`src/rtl/avalon_st_packet_arbiter_if.sv`:
```
// avalon_st_if: Avalon-ST stream bundle. Forward path carries valid/data/sop/eop,
// the return path carries ready. The arbiter drives it through the master modport.
interface avalon_st_if #(
    parameter int DATA_WIDTH = 16
);
    logic                  valid;
    logic [DATA_WIDTH-1:0] data;
    logic                  sop;
    logic                  eop;
    logic                  ready;

    modport master (
        output valid,
        output data,
        output sop,
        output eop,
        input  ready
    );

    modport slave (
        input  valid,
        input  data,
        input  sop,
        input  eop,
        output ready
    );
endinterface

```
`src/rtl/avalon_st_packet_arbiter.sv`:
```
// avalon_st_packet_arbiter: packet-atomic round-robin arbiter sharing one Avalon-ST
// consumer between NUM_INPUTS sources. A grant is taken on an sop beat and held
// until the matching eop beat is accepted; the output is one registered stage.
// Optional orphan-beat dropping in IDLE is enabled by defining AVST_ARB_DROP_ORPHAN_EN.
module avalon_st_packet_arbiter #(
    parameter  int NUM_INPUTS = 4,
    parameter  int DATA_WIDTH = 16,
    localparam int IDX_W      = $clog2(NUM_INPUTS)
) (
    input  logic                             clk,
    input  logic                             rst,
    input  logic [NUM_INPUTS-1:0]            in_valid,
    input  logic [NUM_INPUTS*DATA_WIDTH-1:0] in_data,
    input  logic [NUM_INPUTS-1:0]            in_sop,
    input  logic [NUM_INPUTS-1:0]            in_eop,
    output logic [NUM_INPUTS-1:0]            in_ready,
    avalon_st_if.master                      data_out,
    output logic [IDX_W-1:0]                 grant_id,
    output logic                             busy,
    output logic [15:0]                      drop_cnt
);

    localparam logic [0:0] ST_IDLE   = 1'b0;
    localparam logic [0:0] ST_LOCKED = 1'b1;

    logic [0:0]            state_q, state_d;
    logic [IDX_W-1:0]      grant_q, grant_d;
    logic [IDX_W-1:0]      last_q,  last_d;
    logic                  valid_q, valid_d;
    logic                  sop_q,   sop_d;
    logic                  eop_q,   eop_d;
    logic [DATA_WIDTH-1:0] data_q,  data_d;

    logic [NUM_INPUTS-1:0] eligible;
    logic                  win_found;
    logic [IDX_W-1:0]      win_idx;
    logic [IDX_W-1:0]      cand;

    logic                  sel_valid;
    logic                  sel_sop;
    logic                  sel_eop;
    logic [DATA_WIDTH-1:0] sel_data;

    logic                  out_free;
    logic                  accept;
    logic [NUM_INPUTS-1:0] grant_ready;

    assign eligible = in_valid & in_sop;
    assign out_free = !valid_q || data_out.ready;
    assign accept   = (state_q == ST_LOCKED) && sel_valid && out_free;

    // Round-robin search starting one past the last source that completed a packet.
    always_comb begin
        win_found = 1'b0;
        win_idx   = '0;
        cand      = '0;
        for (int k = 1; k <= NUM_INPUTS; k++) begin
            cand = IDX_W'((int'(last_q) + k) % NUM_INPUTS);
            if (!win_found && eligible[cand]) begin
                win_found = 1'b1;
                win_idx   = cand;
            end
        end
    end

    // Select the granted source's beat for the output register.
    always_comb begin
        sel_valid = 1'b0;
        sel_sop   = 1'b0;
        sel_eop   = 1'b0;
        sel_data  = '0;
        for (int i = 0; i < NUM_INPUTS; i++) begin
            if (grant_q == IDX_W'(i)) begin
                sel_valid = in_valid[i];
                sel_sop   = in_sop[i];
                sel_eop   = in_eop[i];
                sel_data  = in_data[i*DATA_WIDTH +: DATA_WIDTH];
            end
        end
    end

    // Only the granted source sees ready, and only while the output stage can take a beat.
    always_comb begin
        grant_ready = '0;
        if (state_q == ST_LOCKED) begin
            for (int i = 0; i < NUM_INPUTS; i++) begin
                if (grant_q == IDX_W'(i)) begin
                    grant_ready[i] = out_free;
                end
            end
        end
    end

`ifdef AVST_ARB_DROP_ORPHAN_EN
    logic [NUM_INPUTS-1:0] orphan;
    logic [4:0]            orphan_n;
    logic [15:0]           drop_q, drop_d;

    function automatic logic [15:0] sat_add16(input logic [15:0] a, input logic [4:0] b);
        logic [16:0] s;
        s = {1'b0, a} + {12'b0, b};
        return s[16] ? 16'hFFFF : s[15:0];
    endfunction

    // Mid-packet beats seen with no grant held are swallowed and counted.
    always_comb begin
        orphan   = (state_q == ST_IDLE) ? (in_valid & ~in_sop) : '0;
        orphan_n = '0;
        for (int i = 0; i < NUM_INPUTS; i++) begin
            orphan_n = orphan_n + 5'(orphan[i]);
        end
        drop_d = sat_add16(drop_q, orphan_n);
    end

    // Saturating orphan counter.
    always_ff @(posedge clk) begin
        if (rst) begin
            drop_q <= '0;
        end else begin
            drop_q <= drop_d;
        end
    end

    assign in_ready = grant_ready | orphan;
    assign drop_cnt = drop_q;
`else
    assign in_ready = grant_ready;
    assign drop_cnt = 16'h0000;
`endif

    // FSM and output-register next state: grant on sop in IDLE, release on accepted eop.
    always_comb begin
        state_d = state_q;
        grant_d = grant_q;
        last_d  = last_q;
        valid_d = valid_q;
        sop_d   = sop_q;
        eop_d   = eop_q;
        data_d  = data_q;
        case (state_q)
            ST_IDLE: begin
                if (win_found) begin
                    state_d = ST_LOCKED;
                    grant_d = win_idx;
                end
            end
            ST_LOCKED: begin
                if (accept && sel_eop) begin
                    state_d = ST_IDLE;
                    last_d  = grant_q;
                end
            end
            default: state_d = ST_IDLE;
        endcase
        if (accept) begin
            valid_d = 1'b1;
            sop_d   = sel_sop;
            eop_d   = sel_eop;
            data_d  = sel_data;
        end else if (data_out.ready) begin
            valid_d = 1'b0;
        end
    end

    // State, grant bookkeeping and output stage; reset abandons any packet in flight.
    always_ff @(posedge clk) begin
        if (rst) begin
            state_q <= ST_IDLE;
            grant_q <= '0;
            last_q  <= IDX_W'(NUM_INPUTS - 1);
            valid_q <= 1'b0;
            sop_q   <= 1'b0;
            eop_q   <= 1'b0;
            data_q  <= '0;
        end else begin
            state_q <= state_d;
            grant_q <= grant_d;
            last_q  <= last_d;
            valid_q <= valid_d;
            sop_q   <= sop_d;
            eop_q   <= eop_d;
            data_q  <= data_d;
        end
    end

    assign data_out.valid = valid_q;
    assign data_out.data  = data_q;
    assign data_out.sop   = sop_q;
    assign data_out.eop   = eop_q;
    assign grant_id       = grant_q;
    assign busy           = (state_q == ST_LOCKED);

endmodule

```
`src/flat_wrapper.sv`:
```
// flat-port wrapper written by rule: the top's interface ports become plain ports
module avalon_st_packet_arbiter_flat 
#(
    parameter  int NUM_INPUTS = 4,
    parameter  int DATA_WIDTH = 16,
    localparam int IDX_W      = $clog2(NUM_INPUTS)
)
  (clk, rst, in_valid, in_data, in_sop, in_eop, in_ready, grant_id, busy, drop_cnt, data_out_valid, data_out_data, data_out_sop, data_out_eop, data_out_ready);
  avalon_st_if #(.DATA_WIDTH(DATA_WIDTH)) data_out_i ();
  input  logic clk;
  input  logic rst;
  input  logic [NUM_INPUTS-1:0] in_valid;
  input  logic [NUM_INPUTS*DATA_WIDTH-1:0] in_data;
  input  logic [NUM_INPUTS-1:0] in_sop;
  input  logic [NUM_INPUTS-1:0] in_eop;
  output logic [NUM_INPUTS-1:0] in_ready;
  output logic [IDX_W-1:0] grant_id;
  output logic busy;
  output logic [15:0] drop_cnt;
  output wire logic [$bits(data_out_i.valid)-1:0] data_out_valid;
  output wire logic [$bits(data_out_i.data)-1:0] data_out_data;
  output wire logic [$bits(data_out_i.sop)-1:0] data_out_sop;
  output wire logic [$bits(data_out_i.eop)-1:0] data_out_eop;
  input wire logic [$bits(data_out_i.ready)-1:0] data_out_ready;
  assign data_out_valid = data_out_i.valid;
  assign data_out_data = data_out_i.data;
  assign data_out_sop = data_out_i.sop;
  assign data_out_eop = data_out_i.eop;
  assign data_out_i.ready = data_out_ready;
  avalon_st_packet_arbiter #(.NUM_INPUTS(NUM_INPUTS), .DATA_WIDTH(DATA_WIDTH)) u_core (.clk(clk), .rst(rst), .in_valid(in_valid), .in_data(in_data), .in_sop(in_sop), .in_eop(in_eop), .in_ready(in_ready), .data_out(data_out_i), .grant_id(grant_id), .busy(busy), .drop_cnt(drop_cnt));
endmodule
```
`config.mk`:
```
export PLATFORM = sky130hd
export DESIGN_NAME = avalon_st_packet_arbiter_flat
export DESIGN_NICKNAME = d
export VERILOG_FILES = /design/src/rtl/avalon_st_packet_arbiter_if.sv /design/src/rtl/avalon_st_packet_arbiter.sv /design/src/flat_wrapper.sv
export SDC_FILE = /design/constraint.sdc
export NUM_CORES = 1
export LEC_CHECK = 0
export ABC_CLOCK_PERIOD_IN_PS = 1600
export BUFFER_PORTS_ARGS = -buffer_cell sky130_fd_sc_hd__buf_2
export CAP_MARGIN = 20
export CORE_MARGIN = 3
export CORE_UTILIZATION = 36
export DETAILED_ROUTE_END_ITERATION = 10
export MAX_ROUTING_LAYER = met4
export PLACE_DENSITY_LB_ADDON = 0.05
export SYNTH_ARGS = -nofsm -noshare
export SYNTH_HDL_FRONTEND = slang
export SYNTH_SLANG_ARGS = --single-unit
```
`constraint.sdc`:
```
create_clock -name clk -period 1.6 [get_ports clk]
set_clock_uncertainty 0.1 [all_clocks]
set_input_delay 0.32 -clock clk [delete_from_list [all_inputs] [get_ports clk]]
set_output_delay 0.32 -clock clk [all_outputs]
set_load 0.1 [all_outputs]
```
**Word level (Yosys, flattened, before mapping)**

Index checks and enable logic that the tools add are counted.

- Register bits: 24
- Bits of input ports: 79
- Output and inout port bits: 42
- Word-level logic and storage cells: 77

- Add/sub/neg operators: 4
- Magnitude comparators: 4
- Equal/unequal tests: 3
- Muxes and demuxes: 42
- Bitwise operators: 2
- Reductions and logical operators: 15

Operators by type and width:

| cell | number |
|---|---|
| two-way mux 16 bit | 4 |
| two-way mux 1 bit | 28 |
| < comparator 2 x 3 -> 1 bit, second input constant | 4 |
| binary-select mux 1 bit (select 2 bit) | 4 |
| two-way mux 2 bit | 4 |
| logical AND 1 bit | 6 |
| adder 2 x 1 -> 2 bit, second input constant | 2 |
| adder 2 bit, second input constant | 2 |
| AND 4 bit | 1 |
| equality test 2 bit, second input constant | 2 |
| zero test 1 bit | 4 |
| two-way mux 4 bit | 1 |
| AND reduction 2 bit | 2 |
| equality test 2 x 1 -> 1 bit, second input constant | 1 |
| zero test 2 bit | 1 |
| case mux 1 bit (2 select lines) | 1 |
| nonzero test 2 bit | 1 |
| logical OR 1 bit | 1 |
| inverter 1 bit | 1 |

**Logic depth before layout (Yosys ltp)**

Gate-level depths: netlist of run 1.

- Depth after elaboration: 15
- Mapped depth: 7
- Mapped depth without buffers: 4

**Least setup slack after synthesis of run 1**

OpenSTA, ideal clock, no wires.

- Path kind: register to output
- From: reg u_core.state_q, in the netlist u_core.busy
- To: out in_ready[0]
- Arrival: 3.551 ns
- Required time: 1.180 ns
- Path slack: -2.371 ns
- Stages on the path, launching flop included: 3
- Path buffers: 0
- Path through: dfxtp_1 -> and2_1 -> nor3b_1

- Cells in the longest elaborated chain, start to end: 1

Ends and longest elaborated chain:

| element | line | text |
|---|---|---|
| start, declared | avalon_st_packet_arbiter.sv:26 | `logic [0:0] state_q, state_d;` |
| start signal, assigned | avalon_st_packet_arbiter.sv:176 | `state_q <= state_d;` |
| two-way mux 4 bit | avalon_st_packet_arbiter.sv:85 | `if (state_q == ST_LOCKED) begin` |
| end, declared | flat_wrapper.sv:16 | `output logic [NUM_INPUTS-1:0] in_ready;` |

No other way between the ends.

**Worst setup path after layout of run 1**

- From: reg u_core.grant_q[1], in the netlist u_core.grant_id[1]
- To: out in_ready[0]

- Cells in the longest elaborated chain, start to end: 3

Ends and longest elaborated chain:

| element | line | text |
|---|---|---|
| start, declared | avalon_st_packet_arbiter.sv:27 | `logic [IDX_W-1:0] grant_q, grant_d;` |
| start signal, assigned | avalon_st_packet_arbiter.sv:177 | `grant_q <= grant_d;` |
| zero test 2 bit | avalon_st_packet_arbiter.sv:87 | `if (grant_q == IDX_W'(i)) begin` |
| two-way mux 1 bit | avalon_st_packet_arbiter.sv:87 |  |
| two-way mux 4 bit | avalon_st_packet_arbiter.sv:85 |  |

No other way between the ends.

==> results of run 1 <==
## cell usage in the layout, fill, tap and decap left out, types with 3 or more instances in the layout
cell type / count
buf_4: 17
dfxtp_4: 4
nand2_1: 37
buf_6: 3
clkbuf_8: 3
and3_4: 3
buf_2: 99
conb_1: 16
a21oi_2: 5
mux4_2: 18
nand2_2: 3
nor2_1: 3
dfxtp_1: 20
buf_12: 8
a21oi_1: 17
## cell families after synthesis
| kind of cell | count (synthesis) |
|---|---|
| simple gates | 57 |
| compound gates | 35 |
| buf+inv | 29 |
| flops | 24 |
| mux | 21 |
| other cells | 1 |
## routing by layer
layer / track usage (%) / vias to the layer above
met5: - / -
met2: 31.7 / 63
met3: 4.71 / 4
met4: 3.13 / 0
met1: 22.0 / 767
li1: - / 810
## worst max-delay path: stages (launching register included)
cell and delay [ns]:
dfxtp_4 0.36, buf_6 0.11, buf_8 0.12, nor3b_4 0.20
buf_12 0.20
## worst paths after layout
check                                                          start                                    to  slack, ns  depth (start not counted)
worst max-delay path                 u_core.grant_id[1]$_SDFFE_PP0P_                           in_ready[0]      -0.09                          4
worst min register to register  u_core.data_out.data[7]$_SDFFE_PP0P_  u_core.data_out.data[7]$_SDFFE_PP0P_       0.36                          2
worst min-delay path                                             rst  u_core.data_out.data[1]$_SDFFE_PP0P_       0.26                          2
worst max register to register       u_core.grant_id[1]$_SDFFE_PP0P_         u_core.last_q[0]$_SDFFE_PP1P_      -0.05                          4
## state kept, by name, indices dropped and copies added, names as in the netlist
signal and count:
u_core.busy 1, u_core.grant_id 2, u_core.data_out.data 16, u_core.data_out.eop 1, u_core.data_out.valid 1, u_core.last_q 2, u_core.data_out.sop 1
## timing repair
item,4_1_cts,5_1_grt
buffers inserted,6,2
setup endpoints to repair,25,26
hold endpoints to repair,0,0
gates cloned,1,1
pin swaps,6,3
gates resized for setup,13,7
## power groups by stage
stage                     logic (uW)  clock network, uW  registers, uW
after floorplan                  620                  0           1050
after CTS                       1280                490            690
after global routing            1380                523            700
final                           1310                474            691
after detailed placement        1210                  0            710
after global placement          1210                  0            707
## metrics by stage
step	instance area (um^2)	power, uW
after global routing	2550	2600
after CTS	2480	2460
after floorplan	1720	1670
after global placement	2310	1920
final	2550	2470
after detailed placement	2310	1920
## area by class of cell
cell class / instances / area [um^2] / area share (%)
Clock buffer: 4 / 66.3 / 2.60
Inverter: 1 / 3.75 / 0.147
Multi-Input combinational cell: 129 / 1050 / 41.1
Sequential cell: 24 / 495 / 19.5
Tap cell: 50 / 62.6 / 2.46
Timing Repair Buffer: 130 / 872 / 34.3
==> results.cfg, run 1 <==
[worst_setup_path]
crit_arrival_ns = 1.27
critPathKind = reg2out
startpoint_type = register
worstPathMaxFanout = 5
setup.worst_path.end_class = output pin
worstPathRequired_ns = 1.18

[cts]
cts_tree = done
clock_latency_ns = 0.27
cts_buffers = 3
cts_hold_buf = 0
clk_pin_slew_ns = 0.09
cts.sink_count = 24
root_buffer = clkbuf_8
cts_buffer_depth = 2
htreeDepth = 1

[floorplanning]
start_util_pct = 38.2
rows = 23
core_mm2 = 0.00412
ios = 121
die_y_um = 72.1
die_x_um = 72.1
die_area_mm2 = 0.00520

[yosys]
synth_xor_area_share_pct = 0
synth-edff-count = 0
syn-mean-instance-area_um2 = 9.42
ys_ff_latch = 24
yosysTopAreaCell = dfxtp_1
syn_area_mm2 = 0.00157
synthSimpleGateAreaFrac_pct = 16.1
synth_top_family_by_area = multiplexers
netlist_top_cells_area = dfxtp_1, mux4_2, nand2_1
yosys-top-cells-count = nand2_1, dfxtp_1, a21oi_1, mux4_2, buf_4
synth.most_common_cell = nand2_1
synth_compound_area_share_pct = 13.2
synthFlopType = dfxtp_1
async_flop_share_pct = 0
netlist_instances = 167
muxShareOfSynthArea_pct = 27.8
synthAdderAreaFrac_pct = 0
synth.distinct_cells = 33
synth_top_area_share_pct = 30.5
ys_seq_area_share_pct = 30.5
synth_warnings = 0

[drt]
met2_length_mm = 2.40
wl_per_cell_um = 13.9
first_pass_iters = 4
dr.first_iter.drc_count = 28
antenna_left = 0
num_vias = 1644
routed_wl_mm = 4.71
via_per_inst = 4.86
highest_layer = met4
drc = 0
wl_met1_mm = 1.90
wl_met3_um = 391

[cells_and_area]
fill_cells = 373
final_cells = 338
fin_util_pct = 61.9
areaGrowthSynthToFinish_pct = 61.9
n_antenna_cell = 0
finalNetCount = 368
drive_gt1_share_pct = 60.8

[timing]
setup_violations = 24
finalHoldViolations = 0
period_minus_slack_ns = 1.69
setup_ws_ns = -0.0885
rsz0062_at_grt = yes
hold_slack_ns = 0.263
slew_violations = 0
period_share_pct = 106
max_freq_ghz = 0.592
setup-tns-final_ns = -0.782

[global_routing]
grt_pass1_vias = 1663
grt_pass1_wl_mm = 7.48
grt_usage_pct = 18.4
grt_max_degree = 19
grt-ovfl-total = 0
antenna_found_initial = 0

[placed_design]
io_buffers = 104
place_hpwl_mm = 3.65
post-place-ws_ns = -0.132
dpl.cell_count = 324
gp_congestion = 0.788

[power]
power_density_mw_per_mm2 = 971
vdd_drop_max_v = 0.000532
seq_power_share_pct = 27.9
power.internal_uw = 1370
combPwrFrac_pct = 52.9
power_switching_uw = 1100
pwr-share-clk_pct = 19.2
p_leak_uw = 0.00117
switching_share_pct = 44.6

[min_path]
hp-class = in2reg

[job]
cap_violations = 0

[outcome]
violations = setup timing
status = finished, violations left
No activity file was read; power rests on OpenSTA's default activity.
==> run 2: changes to the inputs <==
--- a/config.mk
+++ b/config.mk
@@ -5,14 +5,15 @@
 export SDC_FILE = /design/constraint.sdc
 export NUM_CORES = 1
 export LEC_CHECK = 0
-export ABC_CLOCK_PERIOD_IN_PS = 1600
+export ABC_CLOCK_PERIOD_IN_PS = 2000
 export BUFFER_PORTS_ARGS = -buffer_cell sky130_fd_sc_hd__buf_2
 export CAP_MARGIN = 20
 export CORE_MARGIN = 3
-export CORE_UTILIZATION = 36
+export CORE_UTILIZATION = 43
 export DETAILED_ROUTE_END_ITERATION = 10
 export MAX_ROUTING_LAYER = met4
 export PLACE_DENSITY_LB_ADDON = 0.05
 export SYNTH_ARGS = -nofsm -noshare
 export SYNTH_HDL_FRONTEND = slang
 export SYNTH_SLANG_ARGS = --single-unit
+export TNS_END_PERCENT = 10
==> constraint.sdc (replaced) <==
create_clock -name clk -period 2 [get_ports clk]
set_clock_uncertainty 0.1 [all_clocks]
set_input_delay 0.4 -clock clk [delete_from_list [all_inputs] [get_ports clk]]
set_output_delay 0.4 -clock clk [all_outputs]
set_load 0.1 [all_outputs]
==> run 2 against run 1 <==
  * The flow now finishes without violations
  * Global-route usage grew 0.25 points
  * Final area shrank 13%
  * Worst setup slack gained 0.21 ns
  * Sequential cell count is the same
  * Power shrank 27%
  * Count of clock-buffer cells in the layout shrank 1
  * Wire length shrank 12%
  * Largest power group unchanged
==> results.cfg, run 2 (synthesis results as in run 1) <==
[outcome]
status = finished clean

[cts]
cts_tree = done
htreeDepth = 1
cts_buffer_depth = 2
clock_latency_ns = 0.31
cts_buffers = 3
clk_pin_slew_ns = 0.13
cts_hold_buf = 0
root_buffer = clkbuf_4
cts.sink_count = 24

[power]
p_leak_uw = 0.00102
vdd_drop_max_v = 0.000444
power_density_mw_per_mm2 = 813

[timing]
slew_violations = 0
setup_violations = 0
rsz0062_at_grt = no
max_freq_ghz = 0.531
period_share_pct = 94.1
period_minus_slack_ns = 1.88
setup-tns-final_ns = 0
finalHoldViolations = 0

[global_routing]
grt-ovfl-total = 0
grt_usage_pct = 18.7
antenna_found_initial = 0
grt_pass1_vias = 1458
grt_max_degree = 27
grt_pass1_wl_mm = 6.33

[drt]
wl_per_cell_um = 13.3
first_pass_iters = 4
dr.first_iter.drc_count = 56
drc = 0
routed_wl_mm = 4.15
antenna_left = 0
num_vias = 1594
via_per_inst = 5.11

[job]
cap_violations = 0

[worst_setup_path]
critPathKind = reg2out
crit_chain = buf_4, nand2_1, nor2_4, buf_12
cp_top_family = buffers and inverters
worstPathRequired_ns = 1.50
crit_arrival_ns = 1.38
cp_slowest_cell = dfxtp_4
crit_buf_inv = 2
slowest_delay_ns = 0.37
setup.worst_path.end_class = output pin
worstPathMaxFanout = 14
startpoint_type = register

[cells_and_area]
fill_cells = 330
largest_reg_flops = 16
areaGrowthSynthToFinish_pct = 41.5
fin_util_pct = 65.2
finalNetCount = 346
drive_gt1_share_pct = 54.1
final_cell_mix = buf_2, nand2_1, a21oi_1
final_common_cell = buf_2
n_antenna_cell = 0

[floorplanning]
die_y_um = 66.5
ios = 121
core_mm2 = 0.00342
start_util_pct = 46.0
rows = 21
die_x_um = 66.5
die_area_mm2 = 0.00442

[placed_design]
gp_congestion = 0.856
place_hpwl_mm = 3.30
io_buffers = 104

[min_path]
hp-class = in2reg
run 2: cell types whose count changed in the layout (fill, tap and decap cells not counted), sizes merged:
cell / before / now
buf: 129 / 108
clkbuf: 5 / 3
bufinv: 0 / 1
run 2: cell type report:
cell class	instances	area [um^2]	area share [%]
multi-input combinational	129	996	44.7
tap	46	57.6	2.59
clock inverter	1	30.0	1.35
inverter	1	3.75	0.169
sequential	24	495	22.3
clock buffer	3	22.5	1.01
timing repair buffer	108	621	27.9
run 2: metrics by stage:
step	std cells	hold WS, ns	total power [uW]	setup WS [ns]	cell area [um^2]
after floorplan	182	0.393	1330	-0.104	1710
after global placement	308	0.340	1470	0.111	2160
after detailed placement	308	0.345	1480	0.0778	2160
after CTS	312	0.275	1830	0.0798	2220
after global routing	312	0.285	1890	0.00147	2230
final	312	0.276	1810	0.118	2230
run 2: repair_timing:
item | 4_1_cts | 5_1_grt
gates cloned | 0 | 0
buffers inserted | 0 | 0
resized for setup | 2 | 1
endpoints found under the setup margin | 2 | 1
pin swaps | 0 | 0
run 2: routing by layer:
metal / wire, um / part of all wire (%) / track usage [%] / vias up
met1: 1620 / 39 / 22.3 / 754
met2: 2150 / 52 / 32.7 / 71
met4: 22 / 0.53 / 6.09 / 0
li1: - / - / - / 767
met5: 0 / 0 / - / -
met3: 359 / 8.6 / 2.19 / 2
run 2: final timing paths:
kind,from,endpoint,slack [ns],cells past startpoint
min,data_out_ready,u_core.data_out.valid$_SDFFE_PP0P_,0.28,3
max,u_core.grant_id[0]$_SDFFE_PP0P_,in_ready[1],0.12,4
max reg2reg,u_core.grant_id[1]$_SDFFE_PP0P_,u_core.last_q[0]$_SDFFE_PP1P_,0.20,4
min reg2reg,u_core.data_out.data[7]$_SDFFE_PP0P_,u_core.data_out.data[7]$_SDFFE_PP0P_,0.36,2
run 2: tightest hold or removal path: stages:
cell      delay, ns
buf_2          0.07
nand2b_4       0.13
a21oi_1        0.06
run 2: power breakdown:
part,switching [uW],internal [uW]
clock,139,202
combinational,652,264
sequential,29.4,522
total,820,989
==> run 3: changes to the inputs <==
--- a/config.mk
+++ b/config.mk
@@ -5,11 +5,12 @@
 export SDC_FILE = /design/constraint.sdc
 export NUM_CORES = 1
 export LEC_CHECK = 0
+export ABC_AREA = 1
 export ABC_CLOCK_PERIOD_IN_PS = 2000
 export BUFFER_PORTS_ARGS = -buffer_cell sky130_fd_sc_hd__buf_2
 export CAP_MARGIN = 20
 export CORE_MARGIN = 3
-export CORE_UTILIZATION = 43
+export CORE_UTILIZATION = 45
 export DETAILED_ROUTE_END_ITERATION = 10
 export MAX_ROUTING_LAYER = met4
 export PLACE_DENSITY_LB_ADDON = 0.05
==> run 3 against run 2 <==
  * Synthesized cell count is 75% higher
  * Highest routed layer unchanged
  * Die area is 6.3% higher
  * Synthesized area is 12% higher
  * Worst hold slack better by 0.076 ns
  * Combinational power grew to 3.6 times the previous value
  * Largest cell class unchanged
  * Final area is 10% higher
  * Fmax is 0.47% higher
  * Count of clock-buffer cells in the layout stayed put
  * Worst setup slack better by 0.0088 ns
==> results.cfg, run 3 <==
[timing]
setup_ws_ns = 0.127
finalHoldViolations = 0
setup-tns-final_ns = 0
slew_violations = 0
period_minus_slack_ns = 1.87
setup_violations = 0
max_freq_ghz = 0.534
period_share_pct = 93.7
rsz0062_at_grt = no

[floorplanning]
start_util_pct = 47.4
core_mm2 = 0.00372
die_y_um = 68.5
rows = 22
die_x_um = 68.5
ios = 121
die_area_mm2 = 0.00470

[yosys]
muxShareOfSynthArea_pct = 0
ys_ff_latch = 24
synth_top_area_share_pct = 27.3
async_flop_share_pct = 0
synth.distinct_cells = 25
synthFlopType = dfxtp_1
synthSimpleGateAreaFrac_pct = 45.1
synth.most_common_cell = nand2_1
synth-edff-count = 0
syn-mean-instance-area_um2 = 6.01
yosys-top-cells-count = nand2_1, nor2_1, nand3_1, dfxtp_1, buf_4
netlist_top_cells_area = dfxtp_1, nand2_1, nor2_1
yosysTopAreaCell = dfxtp_1
synthAdderAreaFrac_pct = 0
ys_seq_area_share_pct = 27.3
netlist_instances = 293
syn_area_mm2 = 0.00176
synth_xor_area_share_pct = 0
synth_compound_area_share_pct = 13.9
synth_top_family_by_area = simple AND/OR/NAND/NOR gates
synth_warnings = 0

[power]
power_switching_uw = 2830
pwr-share-clk_pct = 6.4
p_leak_uw = 0.00131
switching_share_pct = 63.8
vdd_drop_max_v = 0.000849
finalPower_uw = 4440
power.internal_uw = 1610
seq_power_share_pct = 18.9
power_density_mw_per_mm2 = 1810
combPwrFrac_pct = 74.8

[worst_setup_path]
crit_end = in_ready[2]
r2r_slack_ns = 0.26
slowest_delay_ns = 0.34
reg2reg_from = u_core.grant_id[0]$_SDFFE_PP0P_
crit_cells = 6
setup.worst_path.end_class = output pin
critPathKind = reg2out
cp_top_family = simple AND/OR/NAND/NOR gates
worstPathRequired_ns = 1.50
crit_start = u_core.data_out.valid$_SDFFE_PP0P_
crit_buf_inv = 3
worstPathMaxFanout = 4
startpoint_type = register
crit_arrival_ns = 1.37
cp_slowest_cell = dfxtp_4
rr_worst_depth = 10
r2r_end = u_core.data_out.data[6]$_SDFFE_PP0P_
crit_chain = inv_1, nor2_1, nor2_4, inv_4, nor3_4, buf_12

[drt]
wl_met1_mm = 2.28
antenna_left = 0
first_pass_iters = 4
wl_met3_um = 302
num_vias = 2193
via_per_inst = 4.94
routed_wl_mm = 5.20
met2_length_mm = 2.59
wl_per_cell_um = 11.7
drc = 0
dr.first_iter.drc_count = 102
highest_layer = met4

[cells_and_area]
drive_gt1_share_pct = 36.4
final_common_cell = buf_2
finalNetCount = 476
fill_cells = 367
final_cell_mix = buf_2, nand2_1, nor2_1
post-route-cell-area_mm2 = 0.00245
areaGrowthSynthToFinish_pct = 39.4
n_antenna_cell = 0
final_cells = 444
largest_reg_flops = 16

[outcome]
status = finished clean

[global_routing]
grt-ovfl-total = 0
grt_usage_pct = 23.1
antenna_found_initial = 0
grt_pass1_vias = 1836
grt_max_degree = 26
grt_pass1_wl_mm = 8.11

[min_path]
hp-class = in2reg

[cts]
post_cts_buffers = 0
cts_hold_buf = 0
cts.sink_count = 24
ctsResizeCount = 0
cts_buffers = 3
cts_buffer_depth = 2
clk_pin_slew_ns = 0.08
cts_tree = done
htreeDepth = 1
clock_latency_ns = 0.26
root_buffer = clkbuf_8

[placed_design]
io_buffers = 104
post-place-ws_ns = 0.269
placedInstanceArea_mm2 = 0.00241
gp_congestion = 0.857
place_hpwl_mm = 4.24
dpl.cell_count = 440

[job]
cap_violations = 0
-- run 3: how the worst min path moves through the flow --
stage                                           from                                    to  slack (ns)  depth (start not counted)
floorplan                                        rst                u_core.busy$_SDFF_PP0_        0.36                          1
global placement    u_core.data_out.eop$_SDFFE_PP0P_      u_core.data_out.eop$_SDFFE_PP0P_        0.36                          2
detailed placement  u_core.data_out.eop$_SDFFE_PP0P_      u_core.data_out.eop$_SDFFE_PP0P_        0.36                          2
CTS                                   data_out_ready    u_core.data_out.valid$_SDFFE_PP0P_        0.35                          4
global route                                     rst  u_core.data_out.data[6]$_SDFFE_PP0P_        0.38                          2
finish                                data_out_ready    u_core.data_out.valid$_SDFFE_PP0P_        0.35                          4
-- run 3: cell type report --
type	count	area [um^2]	share of cell area, %
inverters	15	61.3	2.50
clock inverters	1	3.75	0.153
flip-flops and latches	24	495	20.2
clock buffers	3	41.3	1.68
multi-input cells	240	1140	46.6
repair buffers	113	648	26.4
well taps	48	60.1	2.45
-- run 3: metal layers --
layer | vias to the layer above | global-route usage [%]
li1 | 1141 | -
met4 | 0 | 4.71
met3 | 2 | 4.21
met5 | - | -
met2 | 74 | 37.8
met1 | 976 | 29.9
-- run 3: logic make-up (layout without fill, tap and decap cells) --
| logic type | count (synthesis) | count (layout) |
|---|---|---|
| and+or+nand+nor | 187 | 187 |
| buffers and inverters | 44 | 132 |
| AOI/OAI and AO/OA | 37 | 37 |
| DFF | 24 | 24 |
| other | 1 | 16 |
-- run 3: tightest hold or removal path: cells and delay by family --
family	cells	cell delay (ns)
simple gates	3	0.21
buf+inv	1	0.07
-- run 3: per-stage QoR --
| stage | util [%] | hold slack, ns |
|---|---|---|
| global route | 66.0 | 0.380 |
| global placement | 64.8 | 0.355 |
| floorplan | - | 0.359 |
| finish | 66.0 | 0.352 |
| detailed placement | 64.8 | 0.356 |
| CTS | 66.0 | 0.349 |
-- run 3: power by group through the flow --
stage	Sequential [uW]	Clock, uW	Combinational (uW)
CTS	839	292	3320
finish	838	282	3320
global route	871	321	3580
detailed placement	846	0	3320
floorplan	1990	0	1560
global placement	849	0	3290
